<file path="src/rtl/bcd_limit_counter.sv">
// bcd_limit_counter: multi-digit BCD counter with programmable terminal value, up/down, saturate or wrap.
// Define BCD_CNT_LOAD_EN to add the synchronous LOAD/LOAD_VAL preset.
module bcd_limit_counter #(
    parameter int DIGITS = 2,
    parameter int LIMIT  = 30,
    parameter bit WRAP   = 1'b0
) (
    input  logic                CLK,
    input  logic                RESET,
    input  logic                CLR,
    input  logic                en,
    input  logic                HOLD,
    input  logic                DOWN,
`ifdef BCD_CNT_LOAD_EN
    input  logic                LOAD,
    input  logic [4*DIGITS-1:0] LOAD_VAL,
`endif
    output logic [4*DIGITS-1:0] Q,
    output logic                AT_LIMIT,
    output logic                CA
);
    localparam int W = 4*DIGITS;

    if (LIMIT <= 0 || LIMIT >= 10**DIGITS) begin : g_bad_limit
        $error("bcd_limit_counter: LIMIT %0d out of range for %0d digits", LIMIT, DIGITS);
    end

    function automatic logic [W-1:0] to_bcd(input int v);
        int r;
        r = v;
        to_bcd = '0;
        for (int k = 0; k < DIGITS; k++) begin
            to_bcd[4*k+:4] = 4'(r % 10);
            r = r / 10;
        end
    endfunction

    // Ripple the carry/borrow digit by digit; a digit only moves while all lower digits rolled over.
    function automatic logic [W-1:0] bcd_step(input logic [W-1:0] v, input logic dn);
        logic       c;
        logic [3:0] d;
        c = 1'b1;
        bcd_step = v;
        for (int k = 0; k < DIGITS; k++) begin
            d = v[4*k+:4];
            bcd_step[4*k+:4] = !c ? d : dn ? (d == 4'd0 ? 4'd9 : d - 4'd1) : (d == 4'd9 ? 4'd0 : d + 4'd1);
            c = c && (dn ? d == 4'd0 : d == 4'd9);
        end
    endfunction

    localparam logic [W-1:0] LIM = to_bcd(LIMIT);

    logic         at_zero, at_lim, step, load, ca_n;
    logic [W-1:0] stepped, load_q;

    assign at_zero  = Q == '0;
    assign at_lim   = Q == LIM;
    assign AT_LIMIT = DOWN ? at_zero : at_lim;
    assign step     = en && !HOLD;
    assign stepped  = DOWN ? (at_zero ? (WRAP ? LIM : Q) : bcd_step(Q, 1'b1))
                           : (at_lim ? (WRAP ? {W{1'b0}} : Q) : bcd_step(Q, 1'b0));
    // Only a step that actually lands on the terminal counts, so saturation never re-fires.
    assign ca_n     = DOWN ? (stepped == '0 && !at_zero) : (stepped == LIM && !at_lim);

`ifdef BCD_CNT_LOAD_EN
    function automatic logic bcd_ok(input logic [W-1:0] v);
        bcd_ok = 1'b1;
        for (int k = 0; k < DIGITS; k++)
            if (v[4*k+:4] > 4'd9) bcd_ok = 1'b0;
    endfunction

    // Valid BCD orders like binary, so the magnitude check is a plain compare.
    assign load   = LOAD;
    assign load_q = (bcd_ok(LOAD_VAL) && LOAD_VAL <= LIM) ? LOAD_VAL : LIM;
`else
    assign load   = 1'b0;
    assign load_q = '0;
`endif

    always_ff @(posedge CLK or posedge RESET) begin
        if (RESET) begin
            Q  <= '0;
            CA <= 1'b0;
        end else if (CLR) begin
            Q  <= '0;
            CA <= 1'b0;
        end else if (load) begin
            Q  <= load_q;
            CA <= 1'b0;
        end else if (step) begin
            Q  <= stepped;
            CA <= ca_n;
        end else begin
            CA <= 1'b0;
        end
    end
endmodule

</file>
<file path="config.mk">
export PLATFORM = sky130hd
export DESIGN_NAME = bcd_limit_counter
export DESIGN_NICKNAME = d
export VERILOG_FILES = /design/src/rtl/bcd_limit_counter.sv
export SDC_FILE = /design/constraint.sdc
export NUM_CORES = 1
export LEC_CHECK = 0
export ABC_AREA = 1
export ABC_CLOCK_PERIOD_IN_PS = 1890
export BUFFER_PORTS_ARGS = -buffer_cell sky130_fd_sc_hd__buf_2
export CORE_UTILIZATION = 50
export DETAILED_ROUTE_END_ITERATION = 10
export HOLD_SLACK_MARGIN = 0.06
export PLACE_DENSITY = 0.73
export SKIP_LAST_GASP = 1
export SYNTH_ARGS = -nofsm -noshare
export SYNTH_HDL_FRONTEND = slang
export SYNTH_SLANG_ARGS = --single-unit
</file>
<file path="constraint.sdc">
create_clock -name CLK -period 1.89 [get_ports CLK]
set_input_delay 0.378 -clock CLK [delete_from_list [all_inputs] [get_ports CLK]]
set_output_delay 0.378 -clock CLK [all_outputs]
set_load 0.1 [all_outputs]
</file>
==> flow_summary.json, run 1 <==
{
  "cts_root_buf": "clkbuf_4",
  "wl_per_cell_um": 11.1,
  "hold_viol": 0,
  "syn_area_per_cell_um2": 5.97,
  "area.growth.synth_to_final_pct": 22.7,
  "via_count": 950,
  "overflow": 0,
  "coreArea_um2": 1560,
  "cpMostUsedCell": "nor2_4",
  "min_period_ns": 1.86,
  "die-area_um2": 1920,
  "cp_top_family": "flip-flops",
  "synth-seq-area-share_pct": 25.8,
  "fin_crit_sh_pct": 98.7,
  "worstMarginPinSlew_ns": 0.486,
  "r2r_start": "Q[1]",
  "grt_usage_pct": 25.2,
  "final_area_um2": 1070,
  "clock.fmax_mhz": 536,
  "yosysUniqueCellTypes": 20,
  "start_util_pct": 55.9,
  "num_rows": 14,
  "wl_met1_mm": 1.02,
  "yosys_warnings": 0,
  "ys_ff_latch": 9,
  "die_h_um": 43.8,
  "cts_buffers": 3,
  "max_stage_delay_ns": 0.47,
  "die-width_um": 43.8,
  "dr.pass1.iters": 7,
  "synth-edff-count": 0,
  "async_reset_ff_share_pct": 100,
  "hpwl_mm": 1.59,
  "powerDensity_nw_per_um2": 540,
  "outcome": "complete, but fails checks",
  "htreeDepth": 1,
  "syn_area_um2": 872,
  "netlist_instances": 146,
  "mostFrequentLayoutCells": "nand2_1, inv_1, nand3_1",
  "path_cells": "nor2_4 -> nand2_4 -> nor2_4 -> nor2_2 -> a21oi_4 -> buf_12",
  "crit_required_ns": 1.51,
  "antenna_found_initial": 0,
  "rsz0062_at_grt": "true",
  "wl_met3_um": 90,
  "path_buf_inv": 1,
  "pre_cts_ws_ns": 0.180,
  "syn-num-nets": 152,
  "drc": 2,
  "p_leak_nw": 0.594,
  "cts.sinks": 9,
  "wirelength_mm": 2.04,
  "drt_iter0_drc": 59,
  "startpoint_type": "flip-flop",
  "crit_fanout": 8,
  "multiInputGateArea_um2": 562,
  "grt_pass1_wl_mm": 3.63,
  "slew_violations": 0,
  "violations": "DRC",
  "skew_ns": 0.00314,
  "postRouteAntennaNets": 0,
  "peakVddDrop_mv": 0.553,
  "clk_latency_ns": 0.25,
  "top_layer": "met4",
  "worstHoldPathType": "in -> async",
  "clock_path_buffers": 2,
  "regArea_um2": 240,
  "finalNetCount": 175,
  "cts_tree": "done",
  "end_kind": "primary output",
  "diodes": 0,
  "critPathKind": "reg -> out",
  "nFillCells": 142,
  "cts.clk_slew.worst_paths_ns": 0.05,
  "worstPathArrival_ns": 1.49,
  "placed_area_um2": 1000,
  "fin_ws_ns": 0.0255,
  "grt_start_max_net_pins": 15,
  "avgViaCountPerCell": 5.16,
  "drive_gt1_share_pct": 31.5,
  "port-buffer-count": 15,
  "setup_viol": 0,
  "ctsHoldBuffers": 0,
  "maxCapViolCount": 0,
  "ys.flop_type": "dfrtp_1",
  "layout_commonest_cell": "nand2_1",
  "wl_met2_um": 920,
  "total_power_uw": 578,
  "crit_slowest_cell": "dfrtp_2",
  "grt_pass1_vias": 823,
  "cp-startpoint": "Q[0]",
  "relSlewSlack_pct": 67.8,
  "ioPinCount": 16,
  "gp_congestion": 0.902
}
==> sequential cells by signal (all words and copies together), names as in the netlist <==
signal,cells
Q,8
CA,1
==> per-stage QoR <==
step | cells | TNS (ns) | util [%] | hold slack [ns]
after global routing | 184 | -0.0655 | 68.6 | 0.107
after detailed placement | 175 | 0 | 64.2 | 0.345
after floorplan | 146 | -0.247 | - | 0.206
after global placement | 175 | 0 | 64.2 | 0.339
final | 184 | 0 | 68.6 | 0.0656
after CTS | 182 | 0 | 67.7 | 0.0680
==> power by group <==
| part | leakage (nW) | internal [mW] | switching (mW) |
|---|---|---|---|
| registers | 0.111 | 0.200 | 0.0108 |
| logic | 0.468 | 0.0676 | 0.163 |
| clock network | 0.0150 | 0.0806 | 0.0556 |
| total | 0.594 | 0.348 | 0.230 |
==> area by class of cell <==
cell class	count	share of cell area [%]
clock buffer	4	2.46
inverter	23	8.07
multi-input combinational	111	52.5
sequential	9	22.5
tap	16	1.87
timing repair buffer	21	12.6
==> synthesized netlist by cell type, types with 3 or more instances <==
library cell	count	share of area [%]
o22ai_1	4	2.9
nand2_1	53	23
nand2_2	5	3.6
nor2_2	3	2.2
dfrtp_1	9	26
nor2_1	9	3.9
inv_2	4	1.7
nor2_4	3	3.9
nand4_1	3	2.2
o21ai_0	8	4.6
inv_1	19	8.2
nand3_1	18	10
==> final timing paths <==
check                           endpoint  cells after the start  slack, ns
min in group CLK                    Q[6]                      4       0.50
worst min register to register      Q[5]                      2       0.63
worst max register to register        CA                     12       0.29
max in group asynchronous           Q[1]                      2       1.56
worst min-delay path                Q[4]                      2       0.07
worst max-delay path            AT_LIMIT                      6       0.03
==> logic make-up after synthesis <==
group                  count (synthesis)  synth area share [%]
XOR/XNOR                               1                  1.00
AO/OA/AOI/OAI                         14                  8.61
buffers and inverters                 26                  13.3
AND/OR/NAND/NOR                       96                  51.2
flip-flops                             9                  25.8
==> routing by layer <==
layer / track usage, % / up-vias
met5: 0 / -
met4: 10.6 / 0
met3: 3.33 / 2
met2: 34.9 / 25
met1: 38.8 / 418
li1: - / 505
==> repair_timing <==
| action | in CTS | in global routing |
|---|---|---|
| buffers inserted | 3 | 2 |
| gates resized for setup | 2 | 0 |
| pin swaps | 2 | 0 |
| endpoints found under the setup margin | 1 | 1 |
Note: power is estimated with default switching activity, not from simulation.
==> inputs of run 2 (changes only) <==
--- a/config.mk
+++ b/config.mk
@@ -5,7 +5,6 @@
 export SDC_FILE = /design/constraint.sdc
 export NUM_CORES = 1
 export LEC_CHECK = 0
-export ABC_AREA = 1
 export ABC_CLOCK_PERIOD_IN_PS = 1890
 export BUFFER_PORTS_ARGS = -buffer_cell sky130_fd_sc_hd__buf_2
 export CORE_UTILIZATION = 50
==> run 2 against run 1 <==
The run ends with setup timing left. Core utilization is 5.7 points higher. Die area is 1.8% higher. Routed wire length is 31% higher. Maximum frequency is 3.1% lower. Critical path type is now reg -> reg. Largest power group unchanged.
==> flow_summary.json, run 2 <==
{
  "outcome": "complete, but fails checks",
  "violations": "setup timing",
  "top_register": "Q",
  "peakVddDrop_mv": 0.436,
  "relSlewSlack_pct": 67.8,
  "reg_top3": "Q x8, CA x1",
  "min_period_ns": 1.92,
  "worstHoldPathType": "in -> async",
  "hold_viol": 0,
  "crit_required_ns": 2.05,
  "setup_tns_ns": -0.0403,
  "cts_tree": "done",
  "ioPinCount": 16,
  "finalNetCount": 144,
  "setup_viol": 2,
  "overflow": 0,
  "worstPathArrival_ns": 2.08,
  "coreArea_um2": 1580,
  "slew_violations": 0,
  "netlist_top_cells_area": "dfrtp_1, a21oi_1, nor3_1",
  "die_h_um": 44.2,
  "grt_usage_pct": 30.3,
  "clk_latency_ns": 0.28,
  "utilization_pct": 74.4,
  "wl_per_cell_um": 17.5,
  "nFillCells": 126,
  "skew_ns": 0.0112,
  "cts.clk_slew.worst_paths_ns": 0.07,
  "htreeDepth": 1,
  "yosysUniqueCellTypes": 47,
  "p_leak_nw": 0.502,
  "multiInputGateArea_um2": 631,
  "synth-seq-area-share_pct": 25.4,
  "reg2regPathDepth": 5,
  "area.growth.synth_to_final_pct": 32.0,
  "yosys_warnings": 0,
  "wirelength_mm": 2.68,
  "fin_ws_ns": -0.0349,
  "die-area_um2": 1950,
  "drc": 0,
  "yosys.area.top_type_share_pct": 25.4,
  "ys_top_cells_by_count": "a21oi_1, dfrtp_1, nor2_1, nor3_1",
  "largest_register_ffs": 8,
  "clock.fmax_mhz": 519,
  "grt_start_max_net_pins": 13,
  "syn_area_um2": 888,
  "cts.sinks": 9,
  "crit_fanout": 3,
  "postRouteAntennaNets": 0,
  "syn_area_per_cell_um2": 7.86,
  "grt_pass1_wl_mm": 4.32,
  "synth_top_cell_by_area": "dfrtp_1",
  "powerDensity_nw_per_um2": 614,
  "netlist_instances": 113,
  "gp_congestion": 0.891,
  "hpwl_mm": 1.81,
  "maxCapViolCount": 0,
  "layout_commonest_cell": "buf_4",
  "drt_iter0_drc": 71,
  "num_rows": 14,
  "total_power_uw": 719,
  "rsz0062_at_grt": "true",
  "start_util_pct": 56.3,
  "antenna_found_initial": 0,
  "synth-edff-count": 0,
  "mostFrequentLayoutCells": "buf_4, buf_2, a21oi_1",
  "cts_buffers": 3,
  "pre_cts_ws_ns": -0.0282,
  "syn-num-nets": 119,
  "fin_crit_sh_pct": 102,
  "die-width_um": 44.2,
  "regArea_um2": 248,
  "cts_root_buf": "clkbuf_4",
  "avgViaCountPerCell": 6.65,
  "dr.pass1.iters": 6,
  "via_count": 1017,
  "grt_pass1_vias": 949,
  "startpoint_type": "flip-flop",
  "ys.flop_type": "dfrtp_1",
  "critPathKind": "reg -> reg",
  "end_kind": "flip-flop",
  "clock_path_buffers": 2,
  "worstMarginPinSlew_ns": 0.487,
  "port-buffer-count": 15,
  "ys_ff_latch": 9,
  "diodes": 0,
  "synth.most_common_cell": "a21oi_1",
  "async_reset_ff_share_pct": 100,
  "drive_gt1_share_pct": 42.3,
  "fin_hold_ws_ns": 0.0618
}
-- run 2: cell types whose count changed after synthesis, sizes merged, moves of 3 or more --
| cell | before | now |
|---|---|---|
| nand2 | 59 | 2 |
| inv | 23 | 6 |
| nand3 | 18 | 1 |
| a21oi | 1 | 11 |
| nor3 | 1 | 9 |
| buf | 2 | 8 |
| a211oi | 0 | 5 |
| nor2 | 15 | 10 |
| clkbuf | 1 | 4 |
| nand2b | 0 | 3 |
| nand4 | 3 | 0 |
| nor2b | 0 | 3 |
| nor3b | 0 | 3 |
-- run 2: metrics by stage --
step | area, um^2 | cells
global placement | 1090 | 146
floorplan | 961 | 113
CTS | 1160 | 153
finish | 1170 | 153
global route | 1170 | 153
detailed placement | 1090 | 146
-- run 2: power breakdown --
| group | total (mW) | switching, mW | internal, mW |
|---|---|---|---|
| Clock | 0.160 | 0.0783 | 0.0818 |
| Combinational | 0.340 | 0.220 | 0.120 |
| Sequential | 0.219 | 0.0135 | 0.206 |
-- run 2: repair_timing --
item | CTS | global route
pin swaps | 2 | 1
hold buffers | 0 | 0
resized for setup | 6 | 2
endpoints found under the setup margin | 2 | 3
setup buffers | 3 | 0
-- run 2: cell type report --
cell class                 instances  area share (%)
inverter                           6            1.92
timing repair buffer              32            19.2
multi-input combinational         86            53.8
clock buffer                       4            2.24
tap                               16            1.71
sequential                         9            21.1
-- run 2: kinds of logic (layout without fill, tap and decap cells) --
group | Yosys count | in the layout | synth area share [%]
xor gates and xnor gates | 3 | 3 | 2.96
AOI/OAI and AO/OA | 41 | 41 | 33.0
muxes | 1 | 1 | 1.27
buffers and inverters | 18 | 42 | 8.87
DFF | 9 | 9 | 25.4
and+or+nand+nor | 41 | 41 | 28.6
-- run 2: worst max-delay path: stages (launching register included) --
cell and delay [ns]:
dfrtp_4 0.49, or4_4 0.59, nor3_4 0.14, a31oi_1 0.13
a32o_1 0.27, and4_1 0.18
-- run 2: final timing paths --
check,from,end,slack [ns]
max reg2reg,Q[3],CA,-0.03
min in group CLK,CLR,Q[6],0.41
min reg2reg,Q[1],Q[1],0.74
max,Q[3],CA,-0.03
min,RESET,Q[5],0.06
max in group asynchronous,RESET,Q[4],1.51
-- run 2: per-layer routing --
metal  vias to the layer above  GRT usage (%)  wire length, um
li1                        469              -                -
met1                       472           38.1             1110
met2                        68           48.2             1250
met3                         8           7.76              257
met4                         0           14.5               53
met5                         -              0                0
==> inputs of run 3 (changes only) <==
--- a/config.mk
+++ b/config.mk
@@ -7,6 +7,7 @@
 export LEC_CHECK = 0
 export ABC_CLOCK_PERIOD_IN_PS = 1890
 export BUFFER_PORTS_ARGS = -buffer_cell sky130_fd_sc_hd__buf_2
+export CAP_MARGIN = 30
 export CORE_UTILIZATION = 50
 export DETAILED_ROUTE_END_ITERATION = 10
 export HOLD_SLACK_MARGIN = 0.06
==> constraint.sdc (replaced) <==
create_clock -name CLK -period 1.89 [get_ports CLK]
set_input_delay 0 -clock CLK [delete_from_list [all_inputs] [get_ports CLK]]
set_output_delay 0 -clock CLK [all_outputs]
set_load 0.1 [all_outputs]
==> run 3 against run 2 <==
The flow still finishes with violations (setup timing). Critical path depth unchanged. First-iteration DRC count down 18%. Maximum frequency up 0.78%. Combinational power down 5%. Die area unchanged. Critical path type unchanged.
==> flow_summary.json, run 3 (synthesis gave the netlist of run 2 again) <==
{
  "outcome": "complete, but fails checks",
  "violations": "setup timing",
  "antenna_found_initial": 0,
  "drc": 0,
  "min_period_ns": 1.91,
  "top_usage_layer": "met2",
  "die-area_um2": 1950,
  "top_register": "Q",
  "die_h_um": 44.2,
  "skew_ns": 0.00377,
  "reg2regPathDepth": 5,
  "die-width_um": 44.2,
  "cts.clk_slew.worst_paths_ns": 0.07,
  "powerDensity_nw_per_um2": 614,
  "largest_register_ffs": 8,
  "pre_cts_ws_ns": -0.0717,
  "cts_tree": "done",
  "worstMarginPinSlew_ns": 0.485,
  "maxCapViolCount": 0,
  "fin_crit_sh_pct": 101,
  "use_met1_pct": 40.7,
  "grt_pass1_wl_mm": 4.16,
  "p_leak_nw": 0.480,
  "hold_start": "HOLD",
  "cts_setup_buffers": 0,
  "critPathKind": "reg -> reg",
  "crit_fanout": 4,
  "grt_use_met2_pct": 47.1,
  "crit_required_ns": 2.05,
  "port-buffer-count": 15,
  "gp_congestion": 0.907,
  "rsz0062_at_grt": "true",
  "r2r_start": "Q[3]",
  "reg_top3": "Q x8, CA x1",
  "ioPinCount": 16,
  "cts.sinks": 9,
  "finalNetCount": 142,
  "diodes": 0,
  "hpwl_mm": 1.79,
  "grt_usage_pct": 29.0,
  "area.growth.synth_to_final_pct": 27.9,
  "hold_viol": 0,
  "slew_violations": 0,
  "grt_start_max_net_pins": 14,
  "grt_pass1_vias": 888,
  "mostFrequentLayoutCells": "buf_2, buf_4, a21oi_1",
  "total_power_uw": 697,
  "worstHoldPathType": "in -> reg",
  "via_count": 1032,
  "wirelength_mm": 2.55,
  "wl_per_cell_um": 16.9,
  "dr.pass1.iters": 7,
  "end_kind": "flip-flop",
  "startpoint_type": "flip-flop",
  "htreeDepth": 1,
  "worstPathArrival_ns": 2.07,
  "peakVddDrop_mv": 0.394,
  "met3_usage_pct": 2.45,
  "clock.fmax_mhz": 524,
  "cts_root_buf": "clkbuf_4",
  "start_util_pct": 56.3,
  "hold_path_depth": 5,
  "drt_iter0_drc": 58,
  "crit_end": "CA",
  "cts_buffers": 3,
  "postRouteAntennaNets": 0,
  "coreArea_um2": 1580,
  "clk_latency_ns": 0.27,
  "clock_path_buffers": 2,
  "overflow": 0,
  "r2r_setup_slack_ns": -0.02,
  "reg2reg_to": "CA",
  "fin_ws_ns": -0.0201,
  "setup_viol": 1,
  "cp-startpoint": "Q[3]",
  "relSlewSlack_pct": 67.9,
  "num_rows": 14,
  "drive_gt1_share_pct": 39.3,
  "avgViaCountPerCell": 6.83
}
[run 3: metal layers]
layer  part of all wire (%)  wire, um
met1                     43      1100
met2                     46      1160
met3                    8.2       208
met4                    2.9        74
met5                      0         0
[run 3: worst max-delay path, stage by stage (launching register included)]
cell and delay [ns]:
dfrtp_4 0.47, or4_4 0.59, nor3_4 0.16, a31oi_1 0.13, a32o_1 0.27, and4_1 0.18
[run 3: what timing repair did]
action | 4_1_cts | 5_1_grt
resized for setup | 2 | 3
setup endpoints to repair | 3 | 2
pin swaps | 0 | 0
hold buffers | 2 | 0
cloned | 0 | 0
hold endpoints to repair | 17 | 0
[run 3: worst min-delay path by stage]
stage | end | slack (ns)
floorplan | CA | -0.17
global placement | Q[1] | -0.02
detailed placement | Q[1] | -0.01
CTS | Q[5] | 0.19
global route | Q[5] | 0.24
finish | Q[5] | 0.18
[run 3: through the flow]
stage | setup TNS (ns) | cells | util, % | hold slack [ns] | instance area [um^2]
after global placement | -0.0233 | 145 | 67.7 | -0.0219 | 1070
after detailed placement | -0.0749 | 145 | 67.7 | -0.0125 | 1070
final | -0.0201 | 151 | 72.1 | 0.181 | 1140
after floorplan | -0.445 | 113 | - | -0.172 | 961
after global routing | -0.138 | 151 | 72.1 | 0.239 | 1140
after CTS | -0.0350 | 151 | 71.0 | 0.191 | 1120
[run 3: cell type report]
cell class	count	area (um^2)
clock buffers	4	26.3
fillers	122	440
repair buffers	30	195
multi-input cells	86	624
well taps	16	20.0
inverters	6	22.5
flip-flops and latches	9	248
[run 3: power breakdown]
group          switching, mW  internal [mW]
Clock                 0.0761         0.0817
Sequential            0.0116          0.205
Combinational          0.217          0.106
Total                  0.304          0.393
